File: config.mk
export PLATFORM = sky130hd
export DESIGN_NAME = multicycle_ctrl
export DESIGN_NICKNAME = d
export VERILOG_FILES = /design/src/rtl/multicycle_ctrl.sv
export SDC_FILE = /design/constraint.sdc
export NUM_CORES = 1
export LEC_CHECK = 0
export ABC_AREA = 1
export CELL_PAD_IN_SITES_DETAIL_PLACEMENT = 0
export CELL_PAD_IN_SITES_GLOBAL_PLACEMENT = 2
export CORE_MARGIN = 2
export CORE_UTILIZATION = 15
export CTS_CLUSTER_DIAMETER = 120
export CTS_CLUSTER_SIZE = 10
export DETAILED_ROUTE_END_ITERATION = 8
export GPL_ROUTABILITY_DRIVEN = 0
export HOLD_SLACK_MARGIN = 0.02
export PLACE_DENSITY = 0.82
export SLEW_MARGIN = 20
export SYNTH_ARGS = -nofsm -noshare
export SYNTH_HDL_FRONTEND = slang
export SYNTH_SLANG_ARGS = --single-unit
File: constraint.sdc
create_clock -name clk -period 1.34 [get_ports clk]
set_input_delay 0.201 -clock clk [delete_from_list [all_inputs] [get_ports clk]]
set_output_delay 0.201 -clock clk [all_outputs]
set_load 0.01 [all_outputs]
File: src/rtl/multicycle_ctrl.sv
// Sequencing controller for the multi-cycle 32-bit datapath.
// Steps each instruction through IF/ID/EX/MEM/WB and decodes every datapath control from the state.
//
// state  | meaning
// -------+---------------------------------------------------------------
// S_IF   | fetch: read IM into IR, latch PC+4 into NPC
// S_ID   | decode: read register file into A/B, load Imm, PC <= NPC
// S_EX   | execute: ALU op, address add or branch-target add
// S_MEM  | data memory access (LD/ST) or taken-branch PC write
// S_WB   | register file write-back
// S_HALT | absorbing stop; only rst leaves it
module multicycle_ctrl (
    input  logic       clk,
    input  logic       rst,
    input  logic [5:0] opcode,
    input  logic [3:0] func,
    input  logic       sign,
    output logic       LoadPC,
    output logic       PCSel,
    output logic       ReadIM,
    output logic       LoadNPC,
    output logic       LoadIR,
    output logic       ReadRP1,
    output logic       ReadRP2,
    output logic       WriteRP,
    output logic       LoadA,
    output logic       LoadB,
    output logic       IMMsel,
    output logic       LoadIMM,
    output logic       MUXALU1,
    output logic       MUXALU2,
    output logic       LoadALUOut,
    output logic       ReadDM,
    output logic       WriteDM,
    output logic       LoadLMD,
    output logic       MUXWB,
    output logic [3:0] ALUFunc,
    output logic [1:0] MUXMOVE,
    output logic       halted,
    output logic       illegal
);

    localparam logic [3:0] ALU_ADD = 4'b0000;

    localparam logic [5:0] OP_ALUR = 6'b000000;
    localparam logic [5:0] OP_ALUI = 6'b000001;
    localparam logic [5:0] OP_LD   = 6'b000010;
    localparam logic [5:0] OP_ST   = 6'b000011;
    localparam logic [5:0] OP_BR   = 6'b000100;
    localparam logic [5:0] OP_BMI  = 6'b000101;
    localparam logic [5:0] OP_BPL  = 6'b000110;
    localparam logic [5:0] OP_MOV  = 6'b000111;
    localparam logic [5:0] OP_CMOV = 6'b001000;
    localparam logic [5:0] OP_LDI  = 6'b001001;
    localparam logic [5:0] OP_HALT = 6'b111111;

    typedef enum logic [2:0] {
        S_IF   = 3'd0,
        S_ID   = 3'd1,
        S_EX   = 3'd2,
        S_MEM  = 3'd3,
        S_WB   = 3'd4,
        S_HALT = 3'd5
    } state_t;

    state_t state_q, state_d;

    logic is_alu, is_ld, is_st, is_br, is_halt, is_legal, br_taken, uses_mem;

    assign is_alu   = (opcode == OP_ALUR) || (opcode == OP_ALUI);
    assign is_ld    = (opcode == OP_LD);
    assign is_st    = (opcode == OP_ST);
    assign is_br    = (opcode == OP_BR) || (opcode == OP_BMI) || (opcode == OP_BPL);
    assign is_halt  = (opcode == OP_HALT);
    assign is_legal = (opcode <= OP_LDI);
    assign uses_mem = is_ld || is_st || is_br;
    assign br_taken = (opcode == OP_BR) || ((opcode == OP_BMI) && sign) ||
                      ((opcode == OP_BPL) && !sign);

    always_ff @(posedge clk) begin
        if (rst) begin
            state_q <= S_IF;
        end else begin
            state_q <= state_d;
        end
    end

    always_comb begin
        state_d = state_q;
        case (state_q)
            S_IF:   state_d = S_ID;
            S_ID: begin
                if (is_halt) begin
                    state_d = S_HALT;
                end else if (!is_legal) begin
                    state_d = S_IF;
                end else begin
                    state_d = S_EX;
                end
            end
            S_EX:   state_d = uses_mem ? S_MEM : S_WB;
            S_MEM:  state_d = is_ld ? S_WB : S_IF;
            S_WB:   state_d = S_IF;
            S_HALT: state_d = S_HALT;
            default: state_d = S_IF;
        endcase
    end

    // Everything is forced low while rst is held, including the IF decode.
    always_comb begin
        LoadPC     = 1'b0;
        PCSel      = 1'b0;
        ReadIM     = 1'b0;
        LoadNPC    = 1'b0;
        LoadIR     = 1'b0;
        ReadRP1    = 1'b0;
        ReadRP2    = 1'b0;
        WriteRP    = 1'b0;
        LoadA      = 1'b0;
        LoadB      = 1'b0;
        IMMsel     = 1'b0;
        LoadIMM    = 1'b0;
        MUXALU1    = 1'b0;
        MUXALU2    = 1'b0;
        LoadALUOut = 1'b0;
        ReadDM     = 1'b0;
        WriteDM    = 1'b0;
        LoadLMD    = 1'b0;
        MUXWB      = 1'b0;
        ALUFunc    = ALU_ADD;
        MUXMOVE    = 2'd0;
        halted     = 1'b0;
        illegal    = 1'b0;
        if (!rst) begin
            IMMsel = 1'b1;
            case (state_q)
                S_IF: begin
                    ReadIM  = 1'b1;
                    LoadIR  = 1'b1;
                    LoadNPC = 1'b1;
                end
                S_ID: begin
                    ReadRP1 = 1'b1;
                    ReadRP2 = 1'b1;
                    LoadA   = 1'b1;
                    LoadB   = 1'b1;
                    LoadIMM = 1'b1;
                    LoadPC  = 1'b1;
                    IMMsel  = !is_br;
                    illegal = !is_legal && !is_halt;
                end
                S_EX: begin
                    if (is_alu) begin
                        MUXALU2    = (opcode == OP_ALUI);
                        ALUFunc    = func;
                        LoadALUOut = 1'b1;
                    end else if (is_ld || is_st) begin
                        MUXALU2    = 1'b1;
                        LoadALUOut = 1'b1;
                    end else if (is_br) begin
                        MUXALU1    = 1'b1;
                        MUXALU2    = 1'b1;
                        LoadALUOut = 1'b1;
                    end
                end
                S_MEM: begin
                    if (is_ld) begin
                        ReadDM  = 1'b1;
                        LoadLMD = 1'b1;
                    end else if (is_st) begin
                        WriteDM = 1'b1;
                    end else if (is_br && br_taken) begin
                        LoadPC = 1'b1;
                        PCSel  = 1'b1;
                    end
                end
                S_WB: begin
                    WriteRP = 1'b1;
                    if (is_alu) begin
                        MUXWB = 1'b1;
                    end else if (opcode == OP_MOV) begin
                        MUXMOVE = 2'd2;
                    end else if (opcode == OP_CMOV) begin
                        MUXMOVE = 2'd1;
                    end else if (opcode == OP_LDI) begin
                        MUXMOVE = 2'd3;
                    end
                end
                S_HALT: begin
                    IMMsel = 1'b0;
                    halted = 1'b1;
                end
                default: IMMsel = 1'b1;
            endcase
        end
    end

endmodule

==> metrics.txt <==
HP Class in2reg; Critical Path Start Type flip-flop; Chip Height roughly 65 microns; top post-synthesis cells by area nand2_1 15%, buf_4 12%, nor2_1 11%; later-pin clock latency in the skew report 0.21 ns; sequential area share after synthesis 0.1064; die area 0.004269 sq mm; Reg area 68.82 sq um; Setup WS pre-CTS -0.8263 ns; syn_nets 110; total number of vias 898; CTS buffer count 3; Crit Path Category reg2out; Pwr per Cell Area between 400 and 500 mW/mm^2; post-DP HPWL around 1800 microns; number of DRC markers in iteration 0 7; slowest stage cell, crit path dfxtp_2; Max rail drop VDD approximately 0.00022 V; Max-Cap Viols 0; Critical Path AT around 1.4 ns; Multi-input gate area 494.2 sq um; Root Driver clkbuf_8; WL final 2525 microns; post-detailed-route count of antenna-violating nets 0; GR Util All Layers 0.1158; # fillers just under 400; share of the synthesized area in the top cell type 0.1530; Pleak 0.0006533 uW; Initial Utilization 0.1553; Avg WL per Cell about 12 microns; Final Hold Vio Count 0; H-Tree Depth 1; Most flops, register state_q; n_diodes 0; first drt pass iteration count 4; Tightest Pin Transition ~0.24 ns; Netlist cell types 21; Setup WS post-layout -0.2803 ns; largest net degree at the start of global routing 10; CTS Sinks 3; fin crit share 1.209; Layout Nets ~180; vias in the first global route slightly below 900; CP max stage delay 0.34 ns; total grt overflow 0; Clock Tree Buf Depth 2; RSZ-0062 raised after global routing true; initial antenna violation count 0; CP max FO 5; fmax between 0.6 and 0.7 GHz; post-route minimum period about 1.6 ns; reg2reg start state_q[1]; Clock transition at path regs 0.03 ns; P&R area growth vs syn 138.8%; largest registers state_q x3; Ports 40; drt drc 0; row cnt 22; final setup violation count 27; Min-Delay Startpoint rst; Die W about 65 microns; CP required 1.14 ns; clock skew approximately 0.0038 ns; Synth area leader nand2_1; Mean Syn Cell Area 5.817 sq um; hold_buf cts 0; Ys Warns 0; crit path cell chain buf_6, nor3_4, nand2_4, a21oi_4, buf_4, o21a_1, buf_2; Largest register FFs 3; Worst slew margin 0.8429; failing checks negative setup slack; Cells after Synth 97; first-pass GRT wire length about 3800 microns; total core area about 0.0036 sq mm; DR vias/cell about 4.1; port bufs 39; Layout Utilization 0.3709; share of cells above drive strength 1 0.6647; CP startpoint state_q[0]; final max-slew violation count 0; Critical Path End Type primary output; synthesized cell area roughly 560 sq um; register bit total from synthesis 3; CTS tree built; status finished, violations left
final cells by class:
cell class	count	share of cell area
repair buffers	78	0.4643
multi-input cells	74	0.3668
flip-flops and latches	3	0.05107
well taps	48	0.04457
inverters	11	0.03993
clock buffers	4	0.03343
cell usage in the layout (no fill, tap or decap), types with 3 or more instances in the layout:
master	count
nand2_1	18
nand2_2	4
nand4_1	3
nor3b_2	4
nand3_1	6
inv_2	3
nor2_1	13
clkdlybuf4s50_1	4
buf_4	32
inv_1	5
clkbuf_8	3
nor2_4	4
buf_2	21
a21oi_2	3
nor2_2	3
buf_6	12
clkdlybuf4s15_2	6
timing repair:
action	CTS	global route
setup buffers	11	6
cloned	1	0
hold endpoints to repair	0	0
gates resized for setup	149	33
endpoints found under the setup margin	30	27
pin swaps	12	10
synthesized netlist by cell type (all sizes together):
cell type / count
nand4: 5
nor3: 5
buf: 10
dfxtp: 3
nand3: 8
o21ai: 2
inv: 11
nor3b: 4
o21a: 1
a21oi: 5
nand2: 24
nor2: 19
worst max-delay path, delay by kind of cell, from the launching register on:
family,cells,cell delay (ns)
and+or+nand+nor,2,0.27
AOI/OAI and AO/OA,2,0.24
DFF,1,0.34
buffers and inverters,3,0.36
final timing paths:
check / to / slack (ns) / cells past startpoint
max: MUXALU2 / -0.28 / 7
min: state_q[1] / 0.48 / 3
max reg2reg: state_q[0] / 0.15 / 10
min reg2reg: state_q[1] / 0.74 / 5
metrics by stage:
step | TNS (ns) | total power, uW | hold slack, ns | cell area (sq um) | instances
2_1_floorplan | 0 | 205.4 | 0.4173 | 569.3 | 97
3_3_place_gp | -18.07 | 322.6 | 0.7526 | 1114 | 197
3_5_place_dp | -18.73 | 324.1 | 0.7555 | 1114 | 197
4_1_cts | -3.358 | 604.1 | 0.4743 | 1259 | 212
5_1_grt | -6.016 | 665.7 | 0.5263 | 1348 | 218
6_report | -3.809 | 628.9 | 0.4847 | 1348 | 218
cells by family (layout without fill, tap and decap cells):
kind of cell	after synthesis	in the layout	share of synthesized area
flip-flops	3	3	0.1064
AND/OR/NAND/NOR	65	66	0.5920
AO/OA/AOI/OAI	8	8	0.08870
buffers and inverters	21	93	0.2129
power by group:
part | switching [uW] | total (uW) | internal (uW)
Combinational | 127 | 271 | 144
Clock | 57.3 | 260 | 203
Sequential | 6.61 | 97.8 | 91.2
metal layers:
layer	vias to the layer above	part of all wire	GRT usage	wire, microns
met3	2	0.063	0.02397	158
met1	412	0.37	0.1202	933
li1	456	-	-	-
met4	0	0.0099	0.03906	25
met2	28	0.56	0.2270	1408
met5	-	0	0	0
Note: power is estimated with default switching activity, not from simulation.
